<file path="src/rtl/demux_8_2_router.sv">
// ---------------------------------------------------------------------------
// demux_8_2_router
//
// Registered 1:4 byte demultiplexer. One input byte per cycle is steered by
// in_sel into one of four single-entry output buffers (A..D). Each channel
// has its own valid/ready handshake. A full channel applies backpressure only
// to inputs that target it, so the other channels keep accepting and
// draining.
//
// Parameters
//   WIDTH      data width of the input and of each output channel
//   HOLD_LAST  1: an empty channel keeps showing its last loaded byte
//              0: an empty channel drives 0
//
// Ports
//   clk         rising-edge clock
//   reset_n     asynchronous active-low reset
//   in_valid    input byte present
//   in_ready    router can accept the input this cycle (combinational)
//   in_data     input byte
//   in_sel      target channel: 0=A, 1=B, 2=C, 3=D
//   out_valid   per-channel buffer full, bit0=A .. bit3=D
//   out_ready   per-channel sink accepts
//   A,B,C,D     channel data
//   xfer_count  number of accepted input transfers, wraps at 256
// ---------------------------------------------------------------------------
module demux_8_2_router #(
  parameter int WIDTH     = 8,
  parameter bit HOLD_LAST = 1'b1
) (
  input  logic             clk,
  input  logic             reset_n,
  input  logic             in_valid,
  output logic             in_ready,
  input  logic [WIDTH-1:0] in_data,
  input  logic [1:0]       in_sel,
  output logic [3:0]       out_valid,
  input  logic [3:0]       out_ready,
  output logic [WIDTH-1:0] A,
  output logic [WIDTH-1:0] B,
  output logic [WIDTH-1:0] C,
  output logic [WIDTH-1:0] D,
  output logic [7:0]       xfer_count
);

  localparam int NUM_CH = 4;

  logic [WIDTH-1:0] data_q [NUM_CH];
  logic [WIDTH-1:0] data_d [NUM_CH];
  logic [3:0]       valid_q;
  logic [3:0]       valid_d;
  logic [7:0]       count_q;
  logic [7:0]       count_d;

  logic             accept;
  logic [3:0]       sel_onehot;
  logic [WIDTH-1:0] ch_out [NUM_CH];

  // Readiness looks only at the selected channel: it can take a byte when
  // it is empty, or when its current byte leaves on this same edge.
  assign in_ready   = !valid_q[in_sel] || out_ready[in_sel];
  assign accept     = in_valid && in_ready;
  assign sel_onehot = 4'b0001 << in_sel;

  always_comb begin
    count_d = count_q;
    valid_d = valid_q;
    for (int i = 0; i < NUM_CH; i++) begin
      data_d[i] = data_q[i];
    end

    if (accept) begin
      count_d = count_q + 8'd1;
    end

    for (int i = 0; i < NUM_CH; i++) begin
      // A load takes priority over a drain on the same channel, so a
      // drain-and-refill edge keeps the channel valid with the new byte.
      if (accept && sel_onehot[i]) begin
        data_d[i]  = in_data;
        valid_d[i] = 1'b1;
      end else if (valid_q[i] && out_ready[i]) begin
        valid_d[i] = 1'b0;
      end
    end
  end

  always_ff @(posedge clk or negedge reset_n) begin
    if (!reset_n) begin
      valid_q <= '0;
      count_q <= '0;
      for (int i = 0; i < NUM_CH; i++) begin
        data_q[i] <= '0;
      end
    end else begin
      valid_q <= valid_d;
      count_q <= count_d;
      for (int i = 0; i < NUM_CH; i++) begin
        data_q[i] <= data_d[i];
      end
    end
  end

  // Channel output view: either the stored byte always, or the stored byte
  // only while the buffer is full.
  generate
    for (genvar gi = 0; gi < NUM_CH; gi++) begin : g_ch_out
      if (HOLD_LAST) begin : g_hold
        assign ch_out[gi] = data_q[gi];
      end else begin : g_zero
        assign ch_out[gi] = valid_q[gi] ? data_q[gi] : '0;
      end
    end
  endgenerate

  assign out_valid  = valid_q;
  assign xfer_count = count_q;
  assign A          = ch_out[0];
  assign B          = ch_out[1];
  assign C          = ch_out[2];
  assign D          = ch_out[3];

endmodule
</file>
<file path="config.mk">
export PLATFORM = sky130hd
export DESIGN_NAME = demux_8_2_router
export DESIGN_NICKNAME = d
export VERILOG_FILES = /design/src/rtl/demux_8_2_router.sv
export SDC_FILE = /design/constraint.sdc
export NUM_CORES = 1
export LEC_CHECK = 0
export ABC_AREA = 1
export BUFFER_PORTS_ARGS = -buffer_cell sky130_fd_sc_hd__buf_4
export CORE_UTILIZATION = 55
export CTS_CLUSTER_DIAMETER = 120
export DETAILED_ROUTE_END_ITERATION = 10
export GPL_TIMING_DRIVEN = 0
export PLACE_DENSITY = 0.91
export SYNTH_ARGS = -nofsm -noshare
export SYNTH_HDL_FRONTEND = slang
export SYNTH_SLANG_ARGS = --single-unit
</file>
<file path="constraint.sdc">
create_clock -name clk -period 3.7 [get_ports clk]
set_clock_uncertainty 0.1 [all_clocks]
set_input_delay 0.925 -clock clk [delete_from_list [all_inputs] [get_ports clk]]
set_output_delay 0.925 -clock clk [all_outputs]
set_load 0.02 [all_outputs]
</file>
# After elaboration in Yosys (flattened, before gate mapping)
# Cells that the tools add are included.
[word_totals] output_inout_bits=45 ramBits=0 n_memories=0 latchBits=0 rom_bits=0 register_bits=44
[op_classes] multipliers=0 mux=12 order_cmp=1 addsub=1 shift=1 eq_ne=0 bitwise_logic=0 div_mod_pow=0 reduce_logical=15
[op_table] cell="2-to-1 mux 1 bit" count=10
[op_table] cell="logical AND 1 bit" count=9
[op_table] cell="adder 8 x 1 -> 8 bit (second input constant)" count=1
[op_table] cell="nonzero test 2 bit" count=4
[op_table] cell="binary-select mux 1 bit (select 2 bit)" count=2
[op_table] cell="left shift 1 x 2 -> 4 bit (first input constant)" count=1
[op_table] cell="< comparator 2 x 3 -> 1 bit (second input constant)" count=1
[op_table] cell="logical NOT 1 bit" count=1
[op_table] cell="logical OR 1 bit" count=1

# Longest topological paths before layout
[logic_depth] word_depth=7 ltp_mapped=11 depth_no_buf=9

# Worst setup path after synthesis
# Ideal clock, no wire load.
[synth_timing] path_type="in2out" from="input port in_sel[0]" to="output port in_ready" t_required_ns=2.675 cell_stages=7 path_buffers=2 setup_slack_ns=1.053 arrival_time_ns=1.622 path_cell_list="buf_6 -> nor2_8 -> nand2_2 -> nand2_2 -> nor2_4 -> nand2_8 -> buf_4"
[synth_via] elab_chain_cells=4 word_cells_on_any_way=6 classes_between="mux: 4; reduce/logical: 2"
[synth_lines] element="start: declaration" line="36" source="input logic [1:0] in_sel,"
[synth_lines] element="binary-select mux 1 bit (select 2 bit)" line="61" source="assign in_ready = !valid_q[in_sel] || out_ready[in_sel];"
[synth_lines] element="2-to-1 mux 1 bit (implied by the code)" line="61"
[synth_lines] element="logical NOT 1 bit" line="61"
[synth_lines] element="logical OR 1 bit (*)" line="61"
[synth_lines] element="end: declaration" line="34" source="output logic in_ready,"
# Every way passes the cells marked *; elsewhere a longest branch is shown, timed or not. The select of a mux whose other input is x is not followed.

# Worst setup path in the final report
# Ends and elaborated chain as after synthesis.

==> metrics.md <==
| Metric | Value |
|---|---|
| Worst path cell trace | `buf_6, nor2_8, nand2_2, nand2_2, nor2_4, nand2_8, buf_4, buf_4` |
| Worst-Margin Slew | `0.661 ns` |
| Routability congestion estimate | `0.821` |
| Clock Latency Late Sink | `0.30 ns` |
| First-pass GRT wire length | `8.72 mm` |
| Max-slew headroom | `55.8%` |
| Core Footprint | `0.00347 mm^2` |
| Synth top area share | `53.1%` |
| Drt first-iter violations | `137` |
| Cell Pwr Density | `594 mW/mm^2` |
| Reg clk slew, reported paths | `0.07 ns` |
| DR DRC count | `0` |
| RSZ-0062 raised after global routing | `no` |
| Min setup slack post-route | `0.837 ns` |
| Yosys reg bits | `44` |
| PortBufs | `58` |
| Seq/Total Area, Yosys | `53.1%` |
| Critical path class | `in -> out` |
| Post-synth top cells | `93 x nand2_1, 44 x dfrtp_1, 32 x nand4_1` |
| DP Worst Slack | `0.844 ns` |
| Die area | `0.00402 mm^2` |
| Status | `finished clean` |
| Most used DFF post-synth | `dfrtp_1` |
| Pin count of the biggest net entering global routing | `45` |
| Antenna violations before repair | `0` |
| Placed cell area | `0.00256 mm^2` |
| CP Data Arrival Time | `1.84 ns` |
| Critical path endpoint category | `primary output` |
| Routed vias/inst | `5.59` |
| Max_cap viols | `0` |
| Synthesis Warnings | `0` |
| Longest Clk Path Bufs | `2` |
| CTS buffer count | `5` |
| H-tree level count | `2` |
| Tot Pwr | `1.59 mW` |
| Maximum vdd drop | `0.330 mV` |
| Post-synth EDFFs | `0` |
| Final instance area | `0.00269 mm^2` |
| Vias in the first global route | `1883` |
| CTS tree | `done` |
| Via count | `1901` |
| Std-Cell Rows | `21` |
| Drt wl/cell | `15.6 um` |
| Worst-path maximum fanout | `10` |
| Total gr overflow | `0` |
| Total detailed-routing wirelength | `5.30 mm` |
| Fmax | `349 MHz` |
| Diodes inserted | `0` |
| Die Ht | `63.4 um` |
| Synth top area cells | `dfrtp_1 53%, nand2_1 17%, nand4_1 9.7%, xnor2_1 2.1%, nand3_1 1.9%` |
| Fin crit period | `2.86 ns` |
| Io pins | `62` |
| Worst min-delay path class | `reg -> reg` |
| Mean area per synthesized cell | `9.09 um^2` |
| Final setup TNS | `0 ns` |
| Crit start category | `primary input` |
| Post-CTS Setup Inserts | `0` |
| CTS Sinks | `44` |
| Finished Core Util | `77.5%` |
| Final setup vio count | `0` |
| Most common cell in the netlist | `nand2_1` |
| Total track usage | `29.1%` |
| Slew Limit Fails | `0` |
| Fin crit share | `77.4%` |
| Worst path slowest cell | `nor2_8` |
| Async SR Flop Fraction | `100%` |
| Post-CTS resize count | `0` |
| DRT antenna net count | `0` |
| Crit path largest cell delay | `0.18 ns` |
| Synth-to-Final Area Change | `29.6%` |
| Leak | `1.41 nW` |
| DIE WIDTH | `63.4 um` |
| Initial Util | `59.7%` |
| CP required | `2.67 ns` |
| Crit path max-delay family | `simple AND/OR/NAND/NOR gates` |
| Layout cells sized above 1 | `30.3%` |
| Drt pass-1 iters | `6` |
| Final nets | `311` |
| Clock Tree Root | `clkbuf_8` |
| Post-synthesis cell type count | `26` |
| Mapped Area | `0.00207 mm^2` |
| Hold Fails Final Rpt | `0` |
| Leading area contributor after synthesis | `dfrtp_1` |
| Hold buffer count at CTS | `0` |
| Syn_nets | `246` |
| DP HPWL | `3.79 mm` |
| Worst path buffer plus inverter count | `3` |
| Synth Instances | `228` |
## worst paths after layout
kind,start,endpoint,slack (ns),depth (start not counted)
hold / removal,D[0],D[0],0.37,2
setup reg to reg,out_valid[1],C[4],2.22,9
max in group asynchronous,reset_n,D[0],2.63,1
setup / recovery,in_sel[0],in_ready,0.84,8
hold reg to reg,D[0],D[0],0.37,2
min in group asynchronous,reset_n,D[3],0.50,1
## flip-flops by register name (all words and copies together), names as in the netlist
| register | cells |
|---|---|
| xfer_count | 8 |
| out_valid | 4 |
| D | 8 |
| A | 8 |
| B | 8 |
| C | 8 |
## power by group
group          internal [mW]  total [mW]  switching, mW
clock                  0.221       0.388          0.167
combinational          0.225       0.537          0.312
sequential             0.584       0.670         0.0860
total                   1.03        1.59          0.565
## layout by cell type, fill, tap and decap left out, drive strengths merged
master  instances
nor2            6
buf            67
clkinv          2
dfrtp          44
nand2          98
nand3          13
bufinv          1
inv             7
ha              1
nand4          32
clkbuf          9
o21ai           7
nand3b          2
xnor2           5
## layout make-up
class                   count  area (um^2)
flip-flops and latches     44         1100
well taps                  46         57.6
inverters                   8         32.5
plain buffers              12         83.8
fillers                   243          782
multi-input cells         164          855
repair buffers             58          435
clock buffers               6         82.6
clock inverters             2         38.8
## worst reg2reg max path, delay by kind of cell (launching register included)
kind	cells	cell delay [ns]
buf+inv	1	0.16
simple gates	8	0.72
flops	1	0.41
## per-layer routing
layer	GRT usage, %	share of wire [%]	wire length (um)	up-vias
met1	35.6	41	2170	884
met5	0	0	0	-
met4	10.8	2.8	150	0
li1	-	-	-	891
met3	7.61	7.3	386	17
met2	48.9	49	2590	109
## through the flow
| step | hold slack, ns | instances |
|---|---|---|
| 4_1_cts | 0.378 | 340 |
| 3_5_place_dp | 0.360 | 332 |
| 5_1_grt | 0.406 | 340 |
| 3_3_place_gp | 0.358 | 332 |
| 6_report | 0.374 | 340 |
| 2_1_floorplan | 0.478 | 228 |
## logic make-up (layout without fill, tap and decap cells)
| logic type | after synthesis | after routing | share of synthesized area, % |
|---|---|---|---|
| DFF | 44 | 44 | 53.1 |
| AOI/OAI and AO/OA | 7 | 7 | 1.69 |
| xor gates and xnor gates | 5 | 5 | 2.11 |
| adders and majority gates | 1 | 1 | 0.604 |
| buffers and inverters | 20 | 86 | 5.62 |
| and+or+nand+nor | 151 | 151 | 36.8 |
(Power assumes the default switching activity.)
